`src/rtl/decode_group_queue.sv`:
```
// N-lane decode group queue: picks the oldest mispredicting lane for a fetch redirect,
// squashes younger lanes, and buffers surviving groups in a DEPTH-entry FIFO.
module decode_group_queue #(
    parameter int LANES      = 2,
    parameter int UOP_W      = 96,
    parameter int ADDR_WIDTH = 32,
    parameter int DEPTH      = 4,
    localparam int LANE_W    = (LANES > 1) ? $clog2(LANES) : 1,
    localparam int CNT_W     = $clog2(DEPTH + 1),
    localparam int PTR_W     = (DEPTH > 1) ? $clog2(DEPTH) : 1
) (
    input  logic                        clk,
    input  logic                        reset,
    input  logic                        flush,
    input  logic                        in_valid,
    output logic                        in_ready,
    input  logic [LANES-1:0]            in_lane_valid,
    input  logic [LANES*UOP_W-1:0]      in_uop,
    input  logic [LANES-1:0]            in_mispredict,
    input  logic [LANES*ADDR_WIDTH-1:0] in_new_pc,
    output logic                        fb_valid,
    output logic [ADDR_WIDTH-1:0]       fb_new_pc,
    output logic [LANE_W-1:0]           fb_lane,
    output logic                        out_valid,
    input  logic                        out_ready,
    output logic [LANES-1:0]            out_lane_valid,
    output logic [LANES*UOP_W-1:0]      out_uop,
    output logic [CNT_W-1:0]            count
);

    localparam logic [CNT_W-1:0] DEPTH_C = CNT_W'(DEPTH);
    localparam logic [PTR_W-1:0] LAST_C  = PTR_W'(DEPTH - 1);

    logic [LANES*UOP_W-1:0] uop_mem [DEPTH];
    logic [LANES-1:0]       lv_mem  [DEPTH];

    logic [CNT_W-1:0] count_q, count_d;
    logic [PTR_W-1:0] rd_ptr_q, rd_ptr_d;
    logic [PTR_W-1:0] wr_ptr_q, wr_ptr_d;

    logic                  accept, enq, deq, found;
    logic [LANES-1:0]      lv_squashed;
    logic [ADDR_WIDTH-1:0] sel_pc;
    logic [LANE_W-1:0]     sel_lane;

    assign out_valid = (count_q != '0);
    assign in_ready  = (count_q < DEPTH_C) || (out_valid && out_ready);
    // Reset is folded in so no redirect escapes while the queue is held in reset.
    assign accept    = in_valid && in_ready && !flush && !reset;
    assign enq       = accept && (lv_squashed != '0);
    assign deq       = out_valid && out_ready && !flush;
    assign count     = count_q;

    // Walk lanes oldest-first; a lane survives only if no older lane redirected.
    // NOTE: always_comb gives every output a default first, so no latch is inferred.
    always_comb begin
        found       = 1'b0;
        sel_pc      = '0;
        sel_lane    = '0;
        lv_squashed = '0;
        for (int i = 0; i < LANES; i++) begin
            lv_squashed[i] = in_lane_valid[i] && !found;
            if (!found && in_lane_valid[i] && in_mispredict[i]) begin
                found    = 1'b1;
                sel_pc   = in_new_pc[i*ADDR_WIDTH +: ADDR_WIDTH];
                sel_lane = LANE_W'(i);
            end
        end
    end

    assign fb_valid  = accept && found;
    assign fb_new_pc = fb_valid ? sel_pc : '0;
    assign fb_lane   = fb_valid ? sel_lane : '0;

    assign out_uop        = out_valid ? uop_mem[rd_ptr_q] : '0;
    assign out_lane_valid = out_valid ? lv_mem[rd_ptr_q] : '0;

    always_comb begin
        count_d  = count_q;
        rd_ptr_d = rd_ptr_q;
        wr_ptr_d = wr_ptr_q;
        if (flush) begin
            count_d  = '0;
            rd_ptr_d = '0;
            wr_ptr_d = '0;
        end else begin
            if (enq) wr_ptr_d = (wr_ptr_q == LAST_C) ? '0 : wr_ptr_q + 1'b1;
            if (deq) rd_ptr_d = (rd_ptr_q == LAST_C) ? '0 : rd_ptr_q + 1'b1;
            if (enq && !deq)      count_d = count_q + 1'b1;
            else if (!enq && deq) count_d = count_q - 1'b1;
        end
    end

    // NOTE: sequential state uses non-blocking assignments so all registers update together.
    always_ff @(posedge clk or posedge reset) begin
        if (reset) begin
            count_q  <= '0;
            rd_ptr_q <= '0;
            wr_ptr_q <= '0;
        end else begin
            count_q  <= count_d;
            rd_ptr_q <= rd_ptr_d;
            wr_ptr_q <= wr_ptr_d;
        end
    end

    // NOTE: storage is not reset; empty entries are masked by out_valid on the read side.
    always_ff @(posedge clk) begin
        if (enq) begin
            uop_mem[wr_ptr_q] <= in_uop;
            lv_mem[wr_ptr_q]  <= lv_squashed;
        end
    end

endmodule
```
`config.mk`:
```
export PLATFORM = sky130hd
export DESIGN_NAME = decode_group_queue
export DESIGN_NICKNAME = d
export VERILOG_FILES = /design/src/rtl/decode_group_queue.sv
export SDC_FILE = /design/constraint.sdc
export NUM_CORES = 1
export LEC_CHECK = 0
export CAP_MARGIN = 20
export CORE_MARGIN = 4
export CORE_UTILIZATION = 30
export DETAILED_ROUTE_END_ITERATION = 8
export HOLD_SLACK_MARGIN = 0.12
export REMOVE_ABC_BUFFERS = 1
export SLEW_MARGIN = 40
export SYNTH_ARGS = -nofsm -noshare
export SYNTH_HDL_FRONTEND = slang
export SYNTH_SLANG_ARGS = --single-unit
```
`constraint.sdc`:
```
create_clock -name clk -period 8 [get_ports clk]
set_input_delay 2.4 -clock clk [delete_from_list [all_inputs] [get_ports clk]]
set_output_delay 2.4 -clock clk [all_outputs]
set_load 0.05 [all_outputs]
```
==> impl_metrics.yaml, run 1 <==
global_route:
  grt_start_max_net_pins: 77
  overflow: 0
  antenna_found_initial: 34
  grt_pass1_wl_mm: 119
  grt_pass1_vias: 16600
  grt_usage_pct: 15.4
die:
  ios: 498
  die_x_um: 326
  core_area_um2: 100000
  die_area_um2: 106000
  die_h_um: 326
  start_util_pct: 30.2
  rows: 116
setup_path:
  cp_max_fo: 22
  critPathRequiredTime_ns: 5.60
  crit_type: "input port to primary output"
  arrival_ns: 4.74
  worst_setup_path_start_kind: "input port"
  crit_path_end_kind: "primary output"
  crit_path_start: "flush"
  rr_startpoint: "count[2]$_DFFE_PP0P_"
sta:
  slew_viol_final: 0
  rsz0062_at_grt: "false"
  finalSetupViolCount: 0
  fin_crit_sh_pct: 89.2
  slew_headroom_pct: 46.3
  setup_ws_ns: 0.862
  clock_skew_ns: 0.0123
  hold_violations: 0
  worst_pin_slew_ns: 0.803
  period_minus_slack_ns: 7.14
  tns_ns: 0
  max_clock_freq_mhz: 140
routing:
  vias: 15400
  wirelength_mm: 83.1
  via_per_inst: 4.68
  drc: 0
  routedWlPerCell_um: 25.3
  ant_nets: 0
  drt-initial-drc-count: 1025
  first_pass_iters: 5
clock_network:
  cts_max_level: 3
  cts.clk_slew.worst_paths_ns: 0.06
  cts_inserted_buffers: 86
  tritoncts: "built"
  postCtsHoldBufs: 0
  clock_latency_ns: 0.63
  clkSinkCount: 783
  post-cts-setup-buffers: 0
  cts_resized: 0
  root_buffer: "clkbuf_16"
  cts_buffer_depth: 3
power_and_ir_drop:
  pwr-share-clk_pct: 26.7
  power-per-cell-area_nw_per_um2: 348
  p_comb_share_pct: 40.1
  netSwitchingPower_mw: 5.19
  power_frac_seq_pct: 33.2
  p_leak_nw: 12.4
  ir_drop_v: 0.000262
  swShare_pct: 37.3
  intPower_mw: 8.74
flow_run:
  max-cap-violations: 0
finish:
  n_fill_cell: 8969
  seqCellArea_um2: 23500
  drive_gt1_share_pct: 19.5
  final_nets: 2180
  area_delta_synth_final_pct: 32.2
  design_area_um2: 40000
  final_cells: 3285
  post-route-util_pct: 39.9
  multi_input_area_um2: 6310
synthesis:
  ys_ff_latch: 783
  synth_seq_area_share_pct: 77.6
  synth_edf_count: 776
  synthFlopType: "edfxtp_1"
  avgSynthCellArea_um2: 22.1
  ys_types: 32
  yosys_warnings: 0
  async_reset_ff_share_pct: 0.894
  synthCells: 1370
  syn_area_um2: 30300
hold_path:
  min_from: "wr_ptr_q[0]$_DFFE_PP0P_"
  hp-class: "flop to flop"
placement:
  pre_cts_slack_ns: 0.741
  io_buffers: 497
  dp_hpwl_mm: 56.1
  gp_congestion: 0.949
  place_inst: 3118
  dpl-instance-area_um2: 37300
run_status:
  status: "completed"
synthesized netlist by cell type (2+ instances only):
| cell | count | share of area, % |
|---|---|---|
| and2_1 | 200 | 4.1 |
| ha_1 | 5 | 0.21 |
| nand3_1 | 2 | 0.033 |
| nand2_1 | 6 | 0.074 |
| a22oi_1 | 32 | 0.79 |
| nor2_1 | 40 | 0.50 |
| buf_2 | 30 | 0.50 |
| edfxtp_1 | 776 | 77 |
| inv_1 | 6 | 0.074 |
| buf_6 | 17 | 0.63 |
| mux4_2 | 194 | 14 |
| a21oi_1 | 3 | 0.050 |
| or3_1 | 2 | 0.041 |
| dfrtp_1 | 7 | 0.58 |
| clkbuf_1 | 31 | 0.38 |
| o21ai_0 | 2 | 0.033 |
| nor2b_1 | 2 | 0.041 |
flip-flops by register name (all words and copies together), names as in the netlist:
register / flops
count: 3
lv_mem: 8
rd_ptr_q: 2
uop_mem: 768
wr_ptr_q: 2
power by group through the flow:
stage / clock (mW) / combinational, mW / sequential, mW
final: 3.72 / 5.58 / 4.63
after CTS: 3.85 / 5.66 / 4.66
after global placement: 0 / 5.58 / 4.75
after detailed placement: 0 / 5.64 / 4.74
after global routing: 4.03 / 5.85 / 4.63
after floorplan: 0 / 3.60 / 4.92
final timing paths:
path | endpoint | slack (ns) | cells after the start
worst max-delay path | fb_valid | 0.86 | 6
min in group asynchronous | count[0]$_DFFE_PP0P_ | 2.14 | 2
worst max register to register | uop_mem[1][54]$_DFFE_PP_ | 4.98 | 4
max in group asynchronous | rd_ptr_q[1]$_DFFE_PP0P_ | 5.58 | 2
worst min-delay path | wr_ptr_q[0]$_DFFE_PP0P_ | 0.60 | 1
worst min register to register | wr_ptr_q[0]$_DFFE_PP0P_ | 0.60 | 1
cells in the final DEF (no fill, tap or decap), types with 2 or more instances in the layout:
| cell type | count |
|---|---|
| a21oi_1 | 3 |
| a22oi_1 | 32 |
| and2_1 | 196 |
| and2_4 | 4 |
| buf_12 | 54 |
| buf_4 | 12 |
| bufinv_16 | 5 |
| clkbuf_1 | 23 |
| clkbuf_16 | 87 |
| clkdlybuf4s50_1 | 463 |
| clkinv_1 | 19 |
| clkinv_2 | 9 |
| clkinv_4 | 2 |
| clkinv_8 | 6 |
| clkinvlp_4 | 3 |
| dfrtp_1 | 5 |
| dfrtp_4 | 2 |
| diode_2 | 10 |
| edfxtp_1 | 776 |
| ha_1 | 5 |
| inv_1 | 6 |
| inv_6 | 2 |
| mux4_2 | 194 |
| nand2_1 | 6 |
| nand3_1 | 2 |
| nor2_1 | 40 |
| nor2b_1 | 2 |
| o21ai_0 | 2 |
cell type report:
cell class | instances | share of cell area [%]
diodes | 10 | 0.0626
clock buffers | 110 | 5.66
clock inverters | 46 | 1.05
inverters | 6 | 0.0563
multi-input cells | 502 | 15.8
flip-flops and latches | 783 | 58.7
well taps | 1298 | 4.06
repair buffers | 530 | 14.6
metal layers:
| metal | vias up | GRT usage, % | part of all wire [%] |
|---|---|---|---|
| met1 | 8039 | 17.8 | 38 |
| met5 | - | 0 | 0.33 |
| li1 | 6689 | - | - |
| met4 | 42 | 4.61 | 2.6 |
| met3 | 129 | 7.30 | 9.9 |
| met2 | 477 | 25.7 | 50 |
critical path, cell delays in order:
cell and delay (ns):
clkdlybuf4s50_1 0.66, nor3_1 0.34, nand2_1 0.42, buf_4 0.39, nor2_1 0.33, buf_12 0.19
cells by family (layout without fill, tap and decap cells):
| kind of cell | Yosys count | after routing | synth area share [%] |
|---|---|---|---|
| DFF | 783 | 783 | 77.6 |
| and+or+nand+nor | 258 | 258 | 5.00 |
| muxes | 196 | 196 | 14.5 |
| buffers and inverters | 85 | 692 | 1.60 |
| AOI/OAI and AO/OA | 41 | 41 | 0.984 |
| adders and majority gates | 6 | 6 | 0.273 |
| xor gates and xnor gates | 1 | 1 | 0.0290 |
| other | 0 | 10 | 0 |
metrics by stage:
step	hold slack (ns)	total power, mW
6_report	0.595	13.9
5_1_grt	0.624	14.5
4_1_cts	0.601	14.2
3_5_place_dp	0.587	10.4
3_3_place_gp	0.561	10.3
2_1_floorplan	0.555	8.52
Note: power is estimated with default switching activity, not from simulation.
==> run 2: changes to the inputs <==
--- a/config.mk
+++ b/config.mk
@@ -9,6 +9,7 @@
 export CORE_MARGIN = 4
 export CORE_UTILIZATION = 30
 export DETAILED_ROUTE_END_ITERATION = 8
+export DONT_BUFFER_PORTS = 1
 export HOLD_SLACK_MARGIN = 0.12
 export REMOVE_ABC_BUFFERS = 1
 export SLEW_MARGIN = 40
==> impl_metrics.yaml, run 2 (synthesized netlist as in run 1, its figures left out) <==
run_status:
  status: "completed"
clock_network:
  cts_max_level: 3
  postCtsHoldBufs: 0
  cts_inserted_buffers: 85
  post-cts-setup-buffers: 0
  cts.clk_slew.worst_paths_ns: 0.06
  root_buffer: "clkbuf_16"
  cts_resized: 0
  clkSinkCount: 783
  tritoncts: "built"
  cts_buffer_depth: 3
  clock_latency_ns: 0.64
die:
  core_area_um2: 100000
  start_util_pct: 30.2
  die_h_um: 326
  die_area_um2: 106000
  ios: 498
  rows: 116
  die_x_um: 326
power_and_ir_drop:
  power-per-cell-area_nw_per_um2: 361
  p_leak_nw: 10.6
  ir_drop_v: 0.000215
global_route:
  grt_pass1_vias: 14400
  antenna_found_initial: 25
  grt_usage_pct: 14.0
  grt_start_max_net_pins: 79
  grt_pass1_wl_mm: 108
  overflow: 0
setup_path:
  crit_type: "input port to primary output"
  worst_setup_path_start_kind: "input port"
  rr_worst_depth: 4
  reg2reg_slack_ns: 4.55
  crit_path_end_kind: "primary output"
  rr_startpoint: "count[2]$_DFFE_PP0P_"
  worst_r2r_endpoint: "uop_mem[0][76]$_DFFE_PP_"
  critPathRequiredTime_ns: 5.60
  cp_max_fo: 30
  arrival_ns: 3.97
routing:
  first_pass_iters: 4
  drc: 0
  routedWlPerCell_um: 26.7
  vias: 13600
  via_per_inst: 4.81
  drt-initial-drc-count: 790
  ant_nets: 0
  wirelength_mm: 75.4
finish:
  drive_gt1_share_pct: 25.6
  area_delta_synth_final_pct: 15.3
  design_area_um2: 34900
  final_cells: 2822
  largest_reg_flops: 768
  final_nets: 1711
  final_common_cell: "edfxtp_1"
  top_register: "uop_mem"
  layout_common_cells: "edfxtp_1 (776), and2_1 (196), mux4_2 (194)"
sta:
  worst_pin_slew_ns: 0.769
  max_clock_freq_mhz: 157
  rsz0062_at_grt: "false"
  hold_violations: 0
  tns_ns: 0
  fin_crit_sh_pct: 79.6
  slew_headroom_pct: 48.7
  finalSetupViolCount: 0
  finalHoldWorstSlack_ns: 0.595
  clock_skew_ns: 0.0128
  slew_viol_final: 0
  setup_ws_ns: 1.63
  period_minus_slack_ns: 6.37
hold_path:
  hp-class: "flop to flop"
  min_to: "wr_ptr_q[0]$_DFFE_PP0P_"
  min_from: "wr_ptr_q[0]$_DFFE_PP0P_"
  min_path_cells: 1
placement:
  gp_congestion: 0.945
  pre_cts_slack_ns: 1.61
  io_buffers: 0
  dpl-instance-area_um2: 32200
  dp_hpwl_mm: 50.1
  place_inst: 2651
flow_run:
  max-cap-violations: 0
run 2: changes by cell type in the layout (fill, tap and decap cells not counted), sizes merged:
cell	previous run	this run
clkdlybuf4s50	463	0
inv	8	14
clkinvlp	3	6
diode	10	14
buf	67	62
clkinv	36	37
clkbuf	110	101
run 2: cell type report:
class | instances | area, um^2
repair buffers | 62 | 729
flip-flops and latches | 783 | 23500
well taps | 1298 | 1620
multi-input cells | 502 | 6310
diodes | 14 | 35.0
fillers | 9163 | 65300
clock buffers | 101 | 2190
inverters | 6 | 22.5
clock inverters | 56 | 485
run 2: worst max-delay path, stage by stage:
cell and delay [ns]:
and2_1 0.20, and3b_1 0.35, buf_4 0.39, and3_1 0.60
run 2: metal layers:
metal	share of wire (%)	vias up	GRT usage (%)
li1	-	5753	-
met1	33	7185	14.3
met2	51	505	24.1
met3	12	134	7.61
met4	4.2	0	5.36
met5	0	-	0
run 2: power by group:
part	internal, mW	total, mW	switching, mW
clock network	2.14	3.71	1.58
registers	4.59	4.67	0.0825
logic	0.896	4.19	3.30
total	7.62	12.6	4.96
run 2: through the flow:
stage / utilization (%) / total power, mW
3_5_place_dp: 32.1 / 9.06
4_1_cts: 34.8 / 12.8
2_1_floorplan: - / 8.52
5_1_grt: 34.8 / 13.1
6_report: 34.8 / 12.6
3_3_place_gp: 31.9 / 8.99
run 2: worst max path at each step:
stage               slack, ns  cells past startpoint               startpoint           endpoint
global route             1.55                      4         in_mispredict[0]            fb_lane
detailed placement       1.61                      4         in_mispredict[0]            fb_lane
CTS                      1.60                      4         in_mispredict[0]            fb_lane
global placement         1.57                      4         in_mispredict[0]            fb_lane
floorplan               -2.92                      2  rd_ptr_q[0]$_DFFE_PP0P_  out_lane_valid[0]
finish                   1.63                      4         in_mispredict[0]            fb_lane
==> run 3: changes to the inputs <==
==> constraint.sdc (replaced) <==
create_clock -name clk -period 5.42 [get_ports clk]
set_input_delay 1.626 -clock clk [delete_from_list [all_inputs] [get_ports clk]]
set_output_delay 1.626 -clock clk [all_outputs]
set_load 0.05 [all_outputs]
==> impl_metrics.yaml, run 3 (synthesized netlist as in run 1, its figures left out) <==
clock_network:
  clkSinkCount: 783
  root_buffer: "clkbuf_16"
  cts_inserted_buffers: 86
  cts_max_level: 3
  clock_latency_ns: 0.64
  cts_resized: 0
  cts_buffer_depth: 3
  tritoncts: "built"
  cts.clk_slew.worst_paths_ns: 0.06
  postCtsHoldBufs: 0
  post-cts-setup-buffers: 0
sta:
  slew_viol_final: 0
  slew_headroom_pct: 50.6
  period_minus_slack_ns: 4.65
  rsz0062_at_grt: "false"
  setup_ws_ns: 0.768
  fin_crit_sh_pct: 85.8
  worst_pin_slew_ns: 0.736
  max_clock_freq_mhz: 215
  hold_violations: 0
  clock_skew_ns: 0.0164
  finalSetupViolCount: 0
  finalHoldWorstSlack_ns: 0.599
routing:
  drc: 0
  drt-initial-drc-count: 993
  via_per_inst: 4.78
  wirelength_mm: 76.2
  ant_nets: 0
  first_pass_iters: 7
  vias: 13600
  routedWlPerCell_um: 26.7
global_route:
  antenna_found_initial: 31
  grt_pass1_wl_mm: 108
  grt_usage_pct: 14.1
  grt_pass1_vias: 14600
  overflow: 0
  grt_start_max_net_pins: 112
placement:
  io_buffers: 0
  dp_hpwl_mm: 51.9
  gp_congestion: 0.994
  pre_cts_slack_ns: 0.779
flow_run:
  max-cap-violations: 0
die:
  die_h_um: 326
  die_x_um: 326
  start_util_pct: 30.2
  core_area_um2: 100000
  die_area_um2: 106000
  rows: 116
  ios: 498
setup_path:
  path_common_cell: "buf_4"
  worst_setup_path_start_kind: "input port"
  cp_slowest_cell: "buf_4"
  critPathMaxStageDelay_ns: 0.38
  critPathRequiredTime_ns: 3.79
  cp_max_fo: 30
  crit_path_end_kind: "primary output"
  crit_type: "input port to primary output"
  arrival_ns: 3.03
  crit_chain: "and2_1 > and3b_1 > buf_4 > a22oi_1 > nor2_1 > buf_4"
finish:
  n_fill_cell: 9211
  multi_input_area_um2: 6310
  area_delta_synth_final_pct: 16.5
  layout_common_cells: "edfxtp_1 (776), and2_1 (196), mux4_2 (194)"
  drive_gt1_share_pct: 27.0
  seqCellArea_um2: 23500
  largest_reg_flops: 768
  final_common_cell: "edfxtp_1"
  post-route-util_pct: 35.2
  top_register: "uop_mem"
  final_nets: 1739
run_status:
  status: "completed"
power_and_ir_drop:
  power-per-cell-area_nw_per_um2: 532
  power_mw: 18.8
  ir_drop_v: 0.000354
  p_leak_nw: 10.8
hold_path:
  hp-class: "flop to flop"
run 3: cell types whose count changed in the layout (fill, tap and decap cells not counted), sizes merged:
cell      delta
inv          -1
clkbuf       +8
buf         +27
bufinv       +2
clkinv       -4
clkinvlp     -4
diode        +3
run 3: final timing paths:
kind	start	endpoint	slack (ns)	cells after the start
setup / recovery	in_mispredict[0]	fb_new_pc[9]	0.77	6
hold / removal	wr_ptr_q[0]$_DFFE_PP0P_	wr_ptr_q[0]$_DFFE_PP0P_	0.60	1
setup reg to reg	count[2]$_DFFE_PP0P_	uop_mem[1][22]$_DFFE_PP_	2.29	5
hold reg to reg	wr_ptr_q[0]$_DFFE_PP0P_	wr_ptr_q[0]$_DFFE_PP0P_	0.60	1
max in group asynchronous	reset	rd_ptr_q[0]$_DFFE_PP0P_	4.34	1
min in group asynchronous	reset	count[2]$_DFFE_PP0P_	0.83	1
run 3: routing by layer:
metal  track usage [%]  wire length, um  vias up
met2              24.3            39200      505
met1              14.4            25700     7198
met3              7.26             8480      128
li1                  -                -     5807
met4              5.71             2750        0
met5                 0                0        -
run 3: power breakdown:
part | switching [mW] | internal (mW) | total [mW]
logic | 4.83 | 1.36 | 6.18
registers | 0.132 | 6.77 | 6.90
clock network | 2.33 | 3.35 | 5.68
run 3: cell type report:
| class | count | share of cell area [%] |
|---|---|---|
| clock buffers | 109 | 6.50 |
| flip-flops and latches | 783 | 66.6 |
| clock inverters | 49 | 1.38 |
| well taps | 1298 | 4.61 |
| repair buffers | 89 | 2.78 |
| diodes | 17 | 0.121 |
| multi-input cells | 502 | 17.9 |
| inverters | 6 | 0.0639 |
run 3: stage by stage:
step / setup TNS (ns) / area [um^2] / std cells
6_report: 0 / 35200 / 2853
5_1_grt: 0 / 35200 / 2850
4_1_cts: 0 / 35200 / 2836
3_5_place_dp: 0 / 32400 / 2678
3_3_place_gp: 0 / 32400 / 2677
2_1_floorplan: -2341.10 / 29800 / 1291
run 3: critical path, delay by kind of cell:
kind | cells | cell delay, ns
AND/OR/NAND/NOR | 3 | 0.65
buffers and inverters | 2 | 0.60
AO/OA/AOI/OAI | 1 | 0.12
